===== config.mk =====
export PLATFORM = sky130hd
export DESIGN_NAME = chameleon2_io_ps2iec_reader
export DESIGN_NICKNAME = d
export VERILOG_FILES = /design/src/rtl/chameleon2_io_ps2iec_reader.sv
export SDC_FILE = /design/constraint.sdc
export NUM_CORES = 1
export LEC_CHECK = 0
export CAP_MARGIN = 20
export CORE_ASPECT_RATIO = 1.2
export CORE_MARGIN = 1.5
export CORE_UTILIZATION = 38
export DETAILED_ROUTE_END_ITERATION = 7
export PLACE_DENSITY = 0.62
export REMOVE_ABC_BUFFERS = 1
export SYNTH_ARGS = -nofsm -noshare
export SYNTH_HDL_FRONTEND = slang
export SYNTH_SLANG_ARGS = --single-unit

===== constraint.sdc =====
create_clock -name clk -period 3.15 [get_ports clk]
set_clock_uncertainty 0.2 [all_clocks]
set_input_delay 0.4725 -clock clk [delete_from_list [all_inputs] [get_ports clk]]
set_output_delay 0.4725 -clock clk [all_outputs]
set_load 0.005 [all_outputs]

===== src/rtl/chameleon2_io_ps2iec_reader.sv =====
// -----------------------------------------------------------------------------
// chameleon2_io_ps2iec_reader
//
// Reads the shared 4-bit ps2iec input bus. The bus carries either the IEC
// lines or the PS/2 lines, depending on ps2iec_sel. The block alternates
// ps2iec_sel between the two groups and holds each group for S clocks,
// where S = max(SETTLE_CYCLES, 4). On the last clock of each group it
// captures the synchronized bus. Each bit passes through a two-capture
// agreement filter, so the outputs present stable line levels.
//
// Ports
//   clk                  system clock (sysclk, 100 MHz)
//   reset                synchronous, active-high reset
//   ps2iec[3:0]          raw multiplexed bus, asynchronous to clk
//   ps2iec_sel           mux select: 0 = IEC group, 1 = PS/2 group (registered)
//   iec_*_in             filtered IEC levels (atn, clk, dat, srq = bits 0..3)
//   ps2_*_in             filtered PS/2 levels (mouse clk/dat, keyboard clk/dat
//                        = bits 0..3)
//   iec_strobe           1-cycle pulse after an IEC capture
//   ps2_strobe           1-cycle pulse after a PS/2 capture
// -----------------------------------------------------------------------------
module chameleon2_io_ps2iec_reader #(
   parameter int SETTLE_CYCLES = 10
) (
   input  logic       clk,
   input  logic       reset,
   input  logic [3:0] ps2iec,
   output logic       ps2iec_sel,
   output logic       iec_atn_in,
   output logic       iec_clk_in,
   output logic       iec_dat_in,
   output logic       iec_srq_in,
   output logic       ps2_mouse_clk_in,
   output logic       ps2_mouse_dat_in,
   output logic       ps2_keyboard_clk_in,
   output logic       ps2_keyboard_dat_in,
   output logic       iec_strobe,
   output logic       ps2_strobe
);

   // Settle times below 4 would let the 2-cycle synchronizer latency reach
   // back into the previous group, so they are clamped.
   localparam int         S_INT    = (SETTLE_CYCLES < 4) ? 4 : SETTLE_CYCLES;
   localparam logic [7:0] CNT_LAST = 8'(S_INT - 1);

   typedef enum logic {
      ST_IEC = 1'b0,
      ST_PS2 = 1'b1
   } state_t;

   state_t     state_q, state_d;
   logic [7:0] cnt_q, cnt_d;
   logic       sel_q, sel_d;
   logic [3:0] sync1_q, sync2_q;
   logic [3:0] iec_raw_q, iec_raw_d, iec_flt_q, iec_flt_d;
   logic [3:0] ps2_raw_q, ps2_raw_d, ps2_flt_q, ps2_flt_d;
   logic       iec_stb_q, iec_stb_d, ps2_stb_q, ps2_stb_d;

   // A bit follows the new sample only when the sample matches the previous
   // raw capture. Otherwise the bit keeps its filtered value.
   function automatic logic [3:0] agree_filter(input logic [3:0] smp,
                                               input logic [3:0] last_raw,
                                               input logic [3:0] flt);
      logic [3:0] eq;
      eq = ~(smp ^ last_raw);
      return (eq & smp) | (~eq & flt);
   endfunction

   always_ff @(posedge clk) begin
      if (reset) begin
         sync1_q   <= 4'b1111;
         sync2_q   <= 4'b1111;
         state_q   <= ST_IEC;
         cnt_q     <= 8'd0;
         sel_q     <= 1'b0;
         iec_raw_q <= 4'b1111;
         iec_flt_q <= 4'b1111;
         ps2_raw_q <= 4'b1111;
         ps2_flt_q <= 4'b1111;
         iec_stb_q <= 1'b0;
         ps2_stb_q <= 1'b0;
      end else begin
         sync1_q   <= ps2iec;
         sync2_q   <= sync1_q;
         state_q   <= state_d;
         cnt_q     <= cnt_d;
         sel_q     <= sel_d;
         iec_raw_q <= iec_raw_d;
         iec_flt_q <= iec_flt_d;
         ps2_raw_q <= ps2_raw_d;
         ps2_flt_q <= ps2_flt_d;
         iec_stb_q <= iec_stb_d;
         ps2_stb_q <= ps2_stb_d;
      end
   end

   always_comb begin
      state_d   = state_q;
      cnt_d     = cnt_q + 8'd1;
      iec_raw_d = iec_raw_q;
      iec_flt_d = iec_flt_q;
      ps2_raw_d = ps2_raw_q;
      ps2_flt_d = ps2_flt_q;
      iec_stb_d = 1'b0;
      ps2_stb_d = 1'b0;

      if (cnt_q == CNT_LAST) begin
         cnt_d = 8'd0;
         case (state_q)
            ST_IEC: begin
               iec_flt_d = agree_filter(sync2_q, iec_raw_q, iec_flt_q);
               iec_raw_d = sync2_q;
               iec_stb_d = 1'b1;
               state_d   = ST_PS2;
            end
            default: begin
               ps2_flt_d = agree_filter(sync2_q, ps2_raw_q, ps2_flt_q);
               ps2_raw_d = sync2_q;
               ps2_stb_d = 1'b1;
               state_d   = ST_IEC;
            end
         endcase
      end

      // Registering the next state keeps sel aligned with the state register.
      sel_d = (state_d == ST_PS2);
   end

   assign ps2iec_sel          = sel_q;
   assign iec_atn_in          = iec_flt_q[0];
   assign iec_clk_in          = iec_flt_q[1];
   assign iec_dat_in          = iec_flt_q[2];
   assign iec_srq_in          = iec_flt_q[3];
   assign ps2_mouse_clk_in    = ps2_flt_q[0];
   assign ps2_mouse_dat_in    = ps2_flt_q[1];
   assign ps2_keyboard_clk_in = ps2_flt_q[2];
   assign ps2_keyboard_dat_in = ps2_flt_q[3];
   assign iec_strobe          = iec_stb_q;
   assign ps2_strobe          = ps2_stb_q;

endmodule


# Yosys cells after proc, flatten, opt, wreduce, memory -nomap -nowiden
# Index checks and enable logic that the tools add are counted.
# W data, S select, Z words.
[totals]
ram_bits = 0
mem_count = 0
regBits = 35
latch_bits = 0
output_inout_bits = 11
rom_bits = 0
[op_classes]
n_reduce_logical = 4
addsub = 1
n_shift = 0
mux = 2
n_lt_le_gt_ge = 0
multipliers = 0
div_mod_pow = 0
bitwise = 14
eq_ne = 1
[ops]
columns = ["operator", "count"]
rows = [
  ["$and A4 B4 Y4", 4],
  ["$not A4 Y4", 4],
  ["$add A8 B1 Y8 const B", 1],
  ["$eq A8 B4 Y1 const B", 1],
  ["$or A4 B4 Y4", 2],
  ["$xor A4 B4 Y4", 2],
  ["$reduce_and A2 Y1", 2],
  ["$reduce_or A2 Y1", 2],
  ["$mux W1", 2],
  ["$not A1 Y1", 2],
]

# Depth between registers and ports, before layout
# Gate-level depths: netlist of the first run.
[depth]
word_depth = 5
mapped_depth = 6
mapped_depth_nobuf = 5

# Least setup slack after synthesis of the first run
# No wires, ideal clock.
[synth_timing]
path_kind = "reg2reg"
startpoint = "register cnt_q[1]"
endpoint = "register iec_raw_q[0]"
required_ns = 2.830
stages_incl_launch_ff = 7
slack_ns = 1.545
period_less_slack_ns = 1.605
n_path_buf = 1
setup_ns = 0.120
t_arrival_ns = 1.286
path_cell_list = "dfxtp_1 -> inv_1 -> ha_1 -> nor4b_2 -> buf_2 -> and3_2 -> a211o_1"
[synth_via]
elab_chain_cells = 2
[synth_rtl]
columns = ["element", "line", "text"]
rows = [
  ["start: declaration", "52", "logic [7:0] cnt_q, cnt_d;"],
  ["start signal: assignment", "86", "cnt_q <= cnt_d;"],
  ["$eq A8 B4 Y1", "107", "if (cnt_q == CNT_LAST) begin"],
  ["$reduce_and A2 Y1 (no line)", "-", ""],
  ["end signal: assignment", "88", "iec_raw_q <= iec_raw_d;"],
  ["end: declaration", "55", "logic [3:0] iec_raw_q, iec_raw_d, iec_flt_q, iec_flt_d;"],
]
# Every way passes these cells.
# A chain may end at the register's enable or synchronous reset.

# Worst setup path in the final report of the first run
[layout_timing]
startpoint = "register sel_q, in the netlist ps2iec_sel"
endpoint = "output ps2iec_sel"
[layout_rtl]
columns = ["element", "line", "text"]
rows = [
  ["start: declaration", "53", "logic sel_q, sel_d;"],
  ["start signal: assignment", "87", "sel_q <= sel_d;"],
  ["end: declaration", "28", "output logic ps2iec_sel,"],
]
# No word-level cell between the ends.

==> results.py, run 1 <==
metrics = {
    "worst_setup_path": {
        "endpoint_kind": "output port",
        "path_max_fanout": 5,
        "crit_buf_inv": 1,
        "worstPathCellList": "clkdlybuf4s50_1",
        "cp-start-kind": "flip-flop",
        "crit_type": "flip-flop to output port",
        "required_ns": 2.48,
        "cp.arrival_ns": 1.31,
        "crit_path_top_delay_cell": "clkdlybuf4s50_1",
        "cp_top_family": "buffers and inverters",
        "max_stage_delay_ns": 0.56,
    },
    "timing": {
        "worst_pin_slew_ns": 0.600,
        "hold_ws_ns": 0.214,
        "slew_viol_final": 0,
        "tns_ns": 0,
        "relSlewSlack": 0.598,
        "min_period_over_period": 0.630,
        "setup_ws_ns": 1.17,
        "setup_viol": 0,
        "max_freq_mhz": 504,
        "rsz0062_at_grt": "false",
        "hold_violations": 0,
        "period_minus_slack_ns": 1.98,
    },
    "clock_tree": {
        "cts.sinks": 35,
        "cts_tree": "done",
        "cts_resized": 0,
        "clk_pin_slew_ns": 0.07,
        "cts_inserted_buffers": 5,
        "post_cts_buffers": 0,
        "htree_levels": 2,
        "cts_hold_buf": 0,
        "clock_latency_ns": 0.29,
        "clock_path_buffers": 2,
        "clockRootBuffer": "clkbuf_8",
    },
    "placement": {
        "place_congestion": 0.751,
        "dp_hpwl_um": 1850,
        "placed_cells": 189,
        "place_ws_ns": 0.997,
        "portBuffers": 16,
    },
    "die": {
        "core_area_mm2": 0.00360,
        "rows": 24,
        "dieArea_mm2": 0.00410,
        "die_w_um": 58.7,
        "die_y_um": 69.9,
        "initial_core_util": 0.393,
        "ioPinCount": 17,
    },
    "cells_and_area": {
        "final_common_cell": "dfxtp_1",
        "layout.nets": 165,
        "n_antenna_cell": 0,
        "area_growth_pct": 19.0,
        "drive_above_1_share": 0.222,
        "final_cell_mix": "35 x dfxtp_1, 16 x clkdlybuf4s50_1, 12 x or2_2, 11 x nor2_1, 9 x nor3_1",
        "nFillCells": 352,
        "stdcell_count": 197,
    },
    "drt": {
        "vias_per_cell": 5.62,
        "route.detailed.drc": 0,
        "ant_nets": 0,
        "drtPass1Iterations": 4,
        "wl_um": 2690,
        "dr.first_iter.drc_count": 42,
        "routedWlPerCell_um": 13.6,
        "vias": 1108,
    },
    "power": {
        "powerDensity_mw_per_mm2": 481,
        "p_switching_w": 0.000184,
        "pwr-share-comb": 0.053,
        "p_int_w": 0.000626,
        "p_seq_frac": 0.566,
        "power.share.clock": 0.381,
        "ir_worst_vdd_uv": 324,
        "p_leak_nw": 0.581,
        "switching_share": 0.227,
    },
    "global_routing": {
        "grt_pass1_wl_um": 4550,
        "grt_max_degree": 21,
        "grt_pass1_vias": 1017,
        "gr-usage-all-layers": 0.146,
        "antenna_found_initial": 0,
        "grt_remaining_overflow": 0,
    },
    "synthesis": {
        "avgSynthCellArea_um2": 10.2,
        "ys_seq_area_frac": 0.495,
        "synth-seq-cells": 35,
        "synth_cells": 139,
        "synth_cell_types": 33,
        "yosysWarnings": 0,
        "syn_area_mm2": 0.00142,
    },
    "outcome": {
        "outcome": "finished, final reports clean",
    },
    "min_path": {
        "hold_path.class": "flip-flop to flip-flop",
    },
    "run": {
        "drv_cap": 0,
    },
}
-- metal layers --
metal | part of all wire | wire length [um] | global-route usage | vias to the layer above
met5 | 0 | 0 | 0 | -
met4 | 0.0067 | 18 | 0.0682 | 0
met3 | 0.039 | 105 | 0.0519 | 2
met2 | 0.50 | 1350 | 0.231 | 20
met1 | 0.45 | 1210 | 0.174 | 541
li1 | - | - | - | 545
-- final cells by class --
| type | instances | area [um2] | share of cell area |
|---|---|---|---|
| sequential | 35 | 701 | 0.416 |
| multi-input combinational | 94 | 663 | 0.394 |
| timing repair buffer | 19 | 183 | 0.108 |
| clock buffer | 7 | 76.3 | 0.0453 |
| tap | 39 | 48.8 | 0.0290 |
| inverter | 2 | 7.51 | 0.00446 |
| clock inverter | 1 | 5.00 | 0.00297 |
-- stage by stage --
| stage | util | total power, W | cell area (um2) |
|---|---|---|---|
| 2_1_floorplan | - | 0.000489 | 1370 |
| 3_3_place_gp | 0.445 | 0.000510 | 1600 |
| 3_5_place_dp | 0.445 | 0.000512 | 1600 |
| 4_1_cts | 0.467 | 0.000823 | 1680 |
| 5_1_grt | 0.467 | 0.000845 | 1680 |
| 6_report | 0.467 | 0.000810 | 1680 |
-- cells in the mapped netlist (all sizes together) --
master,instances,share of area
a31o,2,0.012
xor2,2,0.012
a22oi,4,0.021
nor4b,2,0.027
or4b,1,0.0097
and4bb,1,0.011
o21ai,3,0.011
xnor2,1,0.0062
nand3,2,0.0071
nor3,9,0.032
a211o,8,0.050
a41oi,4,0.025
or3,3,0.013
and2,1,0.0053
a21oi,8,0.028
dfxtp,35,0.50
nor2,12,0.037
nand4,5,0.022
ha,2,0.018
inv,2,0.0053
or2,12,0.053
a21boi,4,0.021
and3,4,0.021
nand4bb,1,0.011
nand2,3,0.013
buf,4,0.020
clkbuf,4,0.011
-- power groups by stage --
stage | clock network (W) | logic, W | registers [W]
floorplan | 0 | 0.0000222 | 0.000467
CTS | 0.000321 | 0.0000435 | 0.000459
global placement | 0 | 0.0000415 | 0.000468
detailed placement | 0 | 0.0000434 | 0.000469
global route | 0.000337 | 0.0000481 | 0.000460
finish | 0.000308 | 0.0000431 | 0.000459
-- kinds of logic (layout without fill, tap and decap cells) --
group,Yosys count,count (layout),share of synthesized area
simple gates,56,56,0.264
flops,35,35,0.495
compound gates,33,33,0.168
buf+inv,10,29,0.0363
xor+xnor,3,3,0.0186
fa+ha+maj,2,2,0.0177
-- worst paths after layout --
path | start | to | slack [ns] | depth (start not counted)
max reg2reg | cnt_q[3] | iec_raw_q[1] | 1.29 | 3
max | ps2iec_sel | ps2iec_sel | 1.17 | 1
min reg2reg | sync1_q[1] | sync2_q[1] | 0.21 | 1
min | sync1_q[1] | sync2_q[1] | 0.21 | 1
Note: power is estimated with default switching activity, not from simulation.
==> run 2: changes to the inputs <==
--- a/config.mk
+++ b/config.mk
@@ -10,7 +10,7 @@
 export CORE_MARGIN = 1.5
 export CORE_UTILIZATION = 38
 export DETAILED_ROUTE_END_ITERATION = 7
-export PLACE_DENSITY = 0.62
+export PLACE_DENSITY = 0.64
 export REMOVE_ABC_BUFFERS = 1
 export SYNTH_ARGS = -nofsm -noshare
 export SYNTH_HDL_FRONTEND = slang
==> constraint.sdc (replaced) <==
create_clock -name clk -period 1.77 [get_ports clk]
set_clock_uncertainty 0.2 [all_clocks]
set_input_delay 0.2655 -clock clk [delete_from_list [all_inputs] [get_ports clk]]
set_output_delay 0.2655 -clock clk [all_outputs]
set_load 0.005 [all_outputs]
==> results.py, run 2 (synthesized netlist as in run 1, its figures left out) <==
metrics = {
    "timing": {
        "period_minus_slack_ns": 1.72,
        "slew_viol_final": 0,
        "max_freq_mhz": 581,
        "hold_violations": 0,
        "relSlewSlack": 0.746,
        "worst_pin_slew_ns": 0.380,
        "setup_viol": 0,
        "min_period_over_period": 0.973,
        "tns_ns": 0,
    },
    "global_routing": {
        "grt_remaining_overflow": 0,
        "antenna_found_initial": 0,
        "grt_pass1_wl_um": 4530,
        "grt_pass1_vias": 1027,
        "grt_max_degree": 22,
        "gr-usage-all-layers": 0.146,
    },
    "clock_tree": {
        "cts_tree": "done",
        "cts.sinks": 35,
        "clockRootBuffer": "clkbuf_8",
        "clock_path_buffers": 2,
        "clk_pin_slew_ns": 0.07,
        "htree_levels": 2,
        "cts_hold_buf": 0,
        "clock_latency_ns": 0.28,
        "cts_inserted_buffers": 5,
    },
    "worst_setup_path": {
        "cp-start-kind": "flip-flop",
        "path_max_fanout": 10,
        "required_ns": 1.75,
        "max_stage_delay_ns": 0.32,
        "crit_path_top_delay_cell": "dfxtp_2",
        "crit_buf_inv": 3,
        "cp_top_family": "buffers and inverters",
        "crit_type": "flip-flop to flip-flop",
        "cp.arrival_ns": 1.70,
        "worstPathCellList": "inv_1 -> ha_2 -> nor4b_4 -> buf_4 -> clkbuf_16 -> and3_2 -> a211o_1",
        "endpoint_kind": "flip-flop",
    },
    "die": {
        "ioPinCount": 17,
        "die_y_um": 69.9,
        "rows": 24,
        "initial_core_util": 0.393,
        "core_area_mm2": 0.00360,
        "dieArea_mm2": 0.00410,
        "die_w_um": 58.7,
    },
    "drt": {
        "route.detailed.drc": 0,
        "ant_nets": 0,
        "routedWlPerCell_um": 13.4,
        "vias": 1095,
        "wl_um": 2730,
        "vias_per_cell": 5.39,
        "dr.first_iter.drc_count": 31,
        "drtPass1Iterations": 4,
    },
    "outcome": {
        "outcome": "finished, final reports clean",
    },
    "cells_and_area": {
        "layout.nets": 172,
        "final_cell_mix": "33 x dfxtp_1, 16 x clkdlybuf4s50_1, 12 x or2_2, 11 x nor2_1, 9 x nor3_1",
        "fin_area_mm2": 0.00179,
        "drive_above_1_share": 0.280,
        "area_growth_pct": 26.3,
        "n_antenna_cell": 0,
        "final_common_cell": "dfxtp_1",
    },
    "placement": {
        "place_area_mm2": 0.00165,
        "dp_hpwl_um": 1840,
        "place_congestion": 0.777,
        "portBuffers": 16,
    },
    "power": {
        "powerDensity_mw_per_mm2": 837,
        "ir_worst_vdd_uv": 627,
        "total_power_w": 0.00149,
        "p_leak_nw": 0.635,
    },
    "run": {
        "drv_cap": 0,
    },
    "min_path": {
        "hold_path.class": "flip-flop to flip-flop",
    },
}
==> run 2: cell types whose count changed in the layout (fill, tap and decap cells not counted), moves of 2 or more <==
cell | previous run | this run
buf_4 | 3 | 8
clkbuf_1 | 2 | 0
dfxtp_1 | 35 | 33
dfxtp_2 | 0 | 2
==> run 2: final timing paths <==
| kind | startpoint | to | slack (ns) | depth (start not counted) |
|---|---|---|---|---|
| max | cnt_q[1] | iec_raw_q[2] | 0.05 | 7 |
| min | sync1_q[2] | sync2_q[2] | 0.21 | 1 |
| max reg2reg | cnt_q[1] | iec_raw_q[2] | 0.05 | 7 |
| min reg2reg | sync1_q[2] | sync2_q[2] | 0.21 | 1 |
==> run 2: repair_timing <==
item	in CTS	in global routing
pin swaps	0	2
setup buffers	0	2
resized for setup	1	3
setup endpoints to repair	1	20
cloned	0	1
==> run 2: power breakdown <==
part,internal (W),switching [W]
logic,0.0000636,0.0000490
clock network,0.000305,0.000261
registers,0.000803,0.0000127
total,0.00117,0.000323
==> run 2: area by class of cell <==
type / count / area, um2
clock inverter: 1 / 5.00
multi-input combinational: 94 / 674
sequential: 35 / 703
fill: 348 / 1820
clock buffer: 6 / 82.6
tap: 39 / 48.8
inverter: 2 / 7.51
timing repair buffer: 26 / 265
==> run 2: worst register-to-register path, stage by stage (launching register included) <==
cell and delay [ns]:
dfxtp_2 0.32, inv_1 0.04, ha_2 0.16, nor4b_4 0.14, buf_4 0.15, clkbuf_16 0.15
and3_2 0.19, a211o_1 0.26
==> run 2: metrics by stage <==
stage,utilization,hold slack [ns],cells,setup slack [ns]
detailed placement,0.457,0.196,193,0.0281
finish,0.496,0.207,203,0.0484
global placement,0.457,0.193,193,0.0954
CTS,0.481,0.210,200,0.0208
floorplan,-,0.135,131,-0.432
global route,0.496,0.213,203,-0.00428
==> run 2: metal layers <==
metal / track usage / vias to the layer above / routed length [um] / part of all wire
met1: 0.165 / 512 / 1200 / 0.44
met5: 0 / - / 0 / 0
li1: - / 554 / - / -
met3: 0.0500 / 7 / 123 / 0.045
met2: 0.235 / 22 / 1320 / 0.48
met4: 0.0808 / 0 / 85 / 0.031
==> run 3: changes to the inputs <==
--- a/config.mk
+++ b/config.mk
@@ -7,7 +7,6 @@
 export LEC_CHECK = 0
 export CAP_MARGIN = 20
 export CORE_ASPECT_RATIO = 1.2
-export CORE_MARGIN = 1.5
 export CORE_UTILIZATION = 38
 export DETAILED_ROUTE_END_ITERATION = 7
 export PLACE_DENSITY = 0.64
==> results.py, run 3 (synthesized netlist as in run 1, its figures left out) <==
metrics = {
    "outcome": {
        "outcome": "complete, but fails checks",
        "violations": "design-rule violations",
    },
    "cells_and_area": {
        "n_antenna_cell": 0,
        "stdcell_count": 201,
        "area_growth_pct": 24.3,
        "layout.nets": 171,
        "drive_above_1_share": 0.268,
        "nFillCells": 344,
        "final_cell_mix": "34 x dfxtp_1, 16 x clkdlybuf4s50_1, 12 x or2_2, 11 x nor2_1",
        "final_common_cell": "dfxtp_1",
    },
    "clock_tree": {
        "post_cts_buffers": 0,
        "cts_inserted_buffers": 5,
        "cts_tree": "done",
        "clockRootBuffer": "clkbuf_8",
        "clk_pin_slew_ns": 0.07,
        "htree_levels": 2,
        "cts.sinks": 35,
        "clock_path_buffers": 2,
        "clock_latency_ns": 0.29,
        "cts_hold_buf": 0,
    },
    "die": {
        "initial_core_util": 0.410,
        "die_w_um": 57.7,
        "die_y_um": 68.9,
        "ioPinCount": 17,
        "dieArea_mm2": 0.00397,
        "rows": 23,
        "core_area_mm2": 0.00345,
    },
    "worst_setup_path": {
        "required_ns": 1.75,
        "endpoint_kind": "flip-flop",
        "cp-start-kind": "flip-flop",
        "path_max_fanout": 8,
        "cp.arrival_ns": 1.67,
        "crit_type": "flip-flop to flip-flop",
    },
    "global_routing": {
        "gr-usage-all-layers": 0.157,
        "grt_remaining_overflow": 0,
        "grt_pass1_wl_um": 4720,
        "grt_pass1_vias": 1100,
        "antenna_found_initial": 0,
        "grt_max_degree": 18,
    },
    "power": {
        "ir_worst_vdd_uv": 391,
        "total_power_w": 0.00155,
        "p_leak_nw": 0.624,
        "powerDensity_mw_per_mm2": 880,
    },
    "drt": {
        "wl_um": 2680,
        "ant_nets": 0,
        "dr.first_iter.drc_count": 50,
        "drtPass1Iterations": 8,
        "vias_per_cell": 5.52,
        "routedWlPerCell_um": 13.3,
        "vias": 1110,
        "route.detailed.drc": 1,
    },
    "timing": {
        "relSlewSlack": 0.711,
        "setup_viol": 0,
        "worst_pin_slew_ns": 0.432,
        "rsz0062_at_grt": "false",
        "min_period_over_period": 0.953,
        "hold_violations": 0,
        "max_freq_mhz": 593,
        "tns_ns": 0,
        "period_minus_slack_ns": 1.69,
        "slew_viol_final": 0,
    },
    "min_path": {
        "hold_path.class": "flip-flop to flip-flop",
    },
    "run": {
        "drv_cap": 0,
    },
    "placement": {
        "place_congestion": 0.734,
        "portBuffers": 16,
        "placed_cells": 192,
        "dp_hpwl_um": 1880,
    },
}
==> run 3: power by group <==
| part | switching (W) | internal (W) |
|---|---|---|
| clock | 0.000285 | 0.000354 |
| combinational | 0.0000455 | 0.0000482 |
| sequential | 0.0000133 | 0.000802 |
| total | 0.000344 | 0.00120 |
==> run 3: final timing paths <==
path	from	end	slack, ns	cells past startpoint
hold / removal	sync1_q[3]	sync2_q[3]	0.21	1
setup reg to reg	cnt_q[1]	iec_raw_q[3]	0.08	6
hold reg to reg	sync1_q[3]	sync2_q[3]	0.21	1
setup / recovery	cnt_q[1]	iec_raw_q[3]	0.08	6
==> run 3: timing repair <==
item                       4_1_cts  5_1_grt
setup endpoints to repair        1        2
pin swaps                        0        0
gates resized for setup          1        5
cloned                           0        1
==> run 3: stage by stage <==
step                instance area, um2  setup slack (ns)  hold WS (ns)  utilization
floorplan                         1370            -0.432         0.135            -
detailed placement                1640           0.00455         0.199        0.474
global placement                  1640            0.0353         0.193        0.474
CTS                               1740            0.0411         0.216        0.505
global route                      1760            0.0158         0.231        0.509
finish                            1760            0.0836         0.210        0.509
==> run 3: worst max-delay path: stages (launching register included) <==
cell and delay, ns:
dfxtp_1 0.33, inv_1 0.06, ha_1 0.16, nor4b_4 0.24
buf_4 0.22, nand2_4 0.08, a211o_1 0.30
==> run 3: cell type report <==
| class | instances | area (um2) | area share |
|---|---|---|---|
| clock buffer | 7 | 96.3 | 0.0548 |
| clock inverter | 1 | 7.51 | 0.00427 |
| inverter | 2 | 7.51 | 0.00427 |
| multi-input combinational | 94 | 672 | 0.382 |
| sequential | 35 | 702 | 0.399 |
| tap | 37 | 46.3 | 0.0263 |
| timing repair buffer | 25 | 228 | 0.129 |
==> run 3: layer usage <==
layer / wire length [um] / vias to the layer above / global-route usage / share of wire
met5: 0 / - / 0 / 0
met4: 32 / 0 / 0.0536 / 0.012
met3: 132 / 3 / 0.0560 / 0.049
met2: 1310 / 25 / 0.291 / 0.49
met1: 1200 / 527 / 0.166 / 0.45
li1: - / 555 / - / -
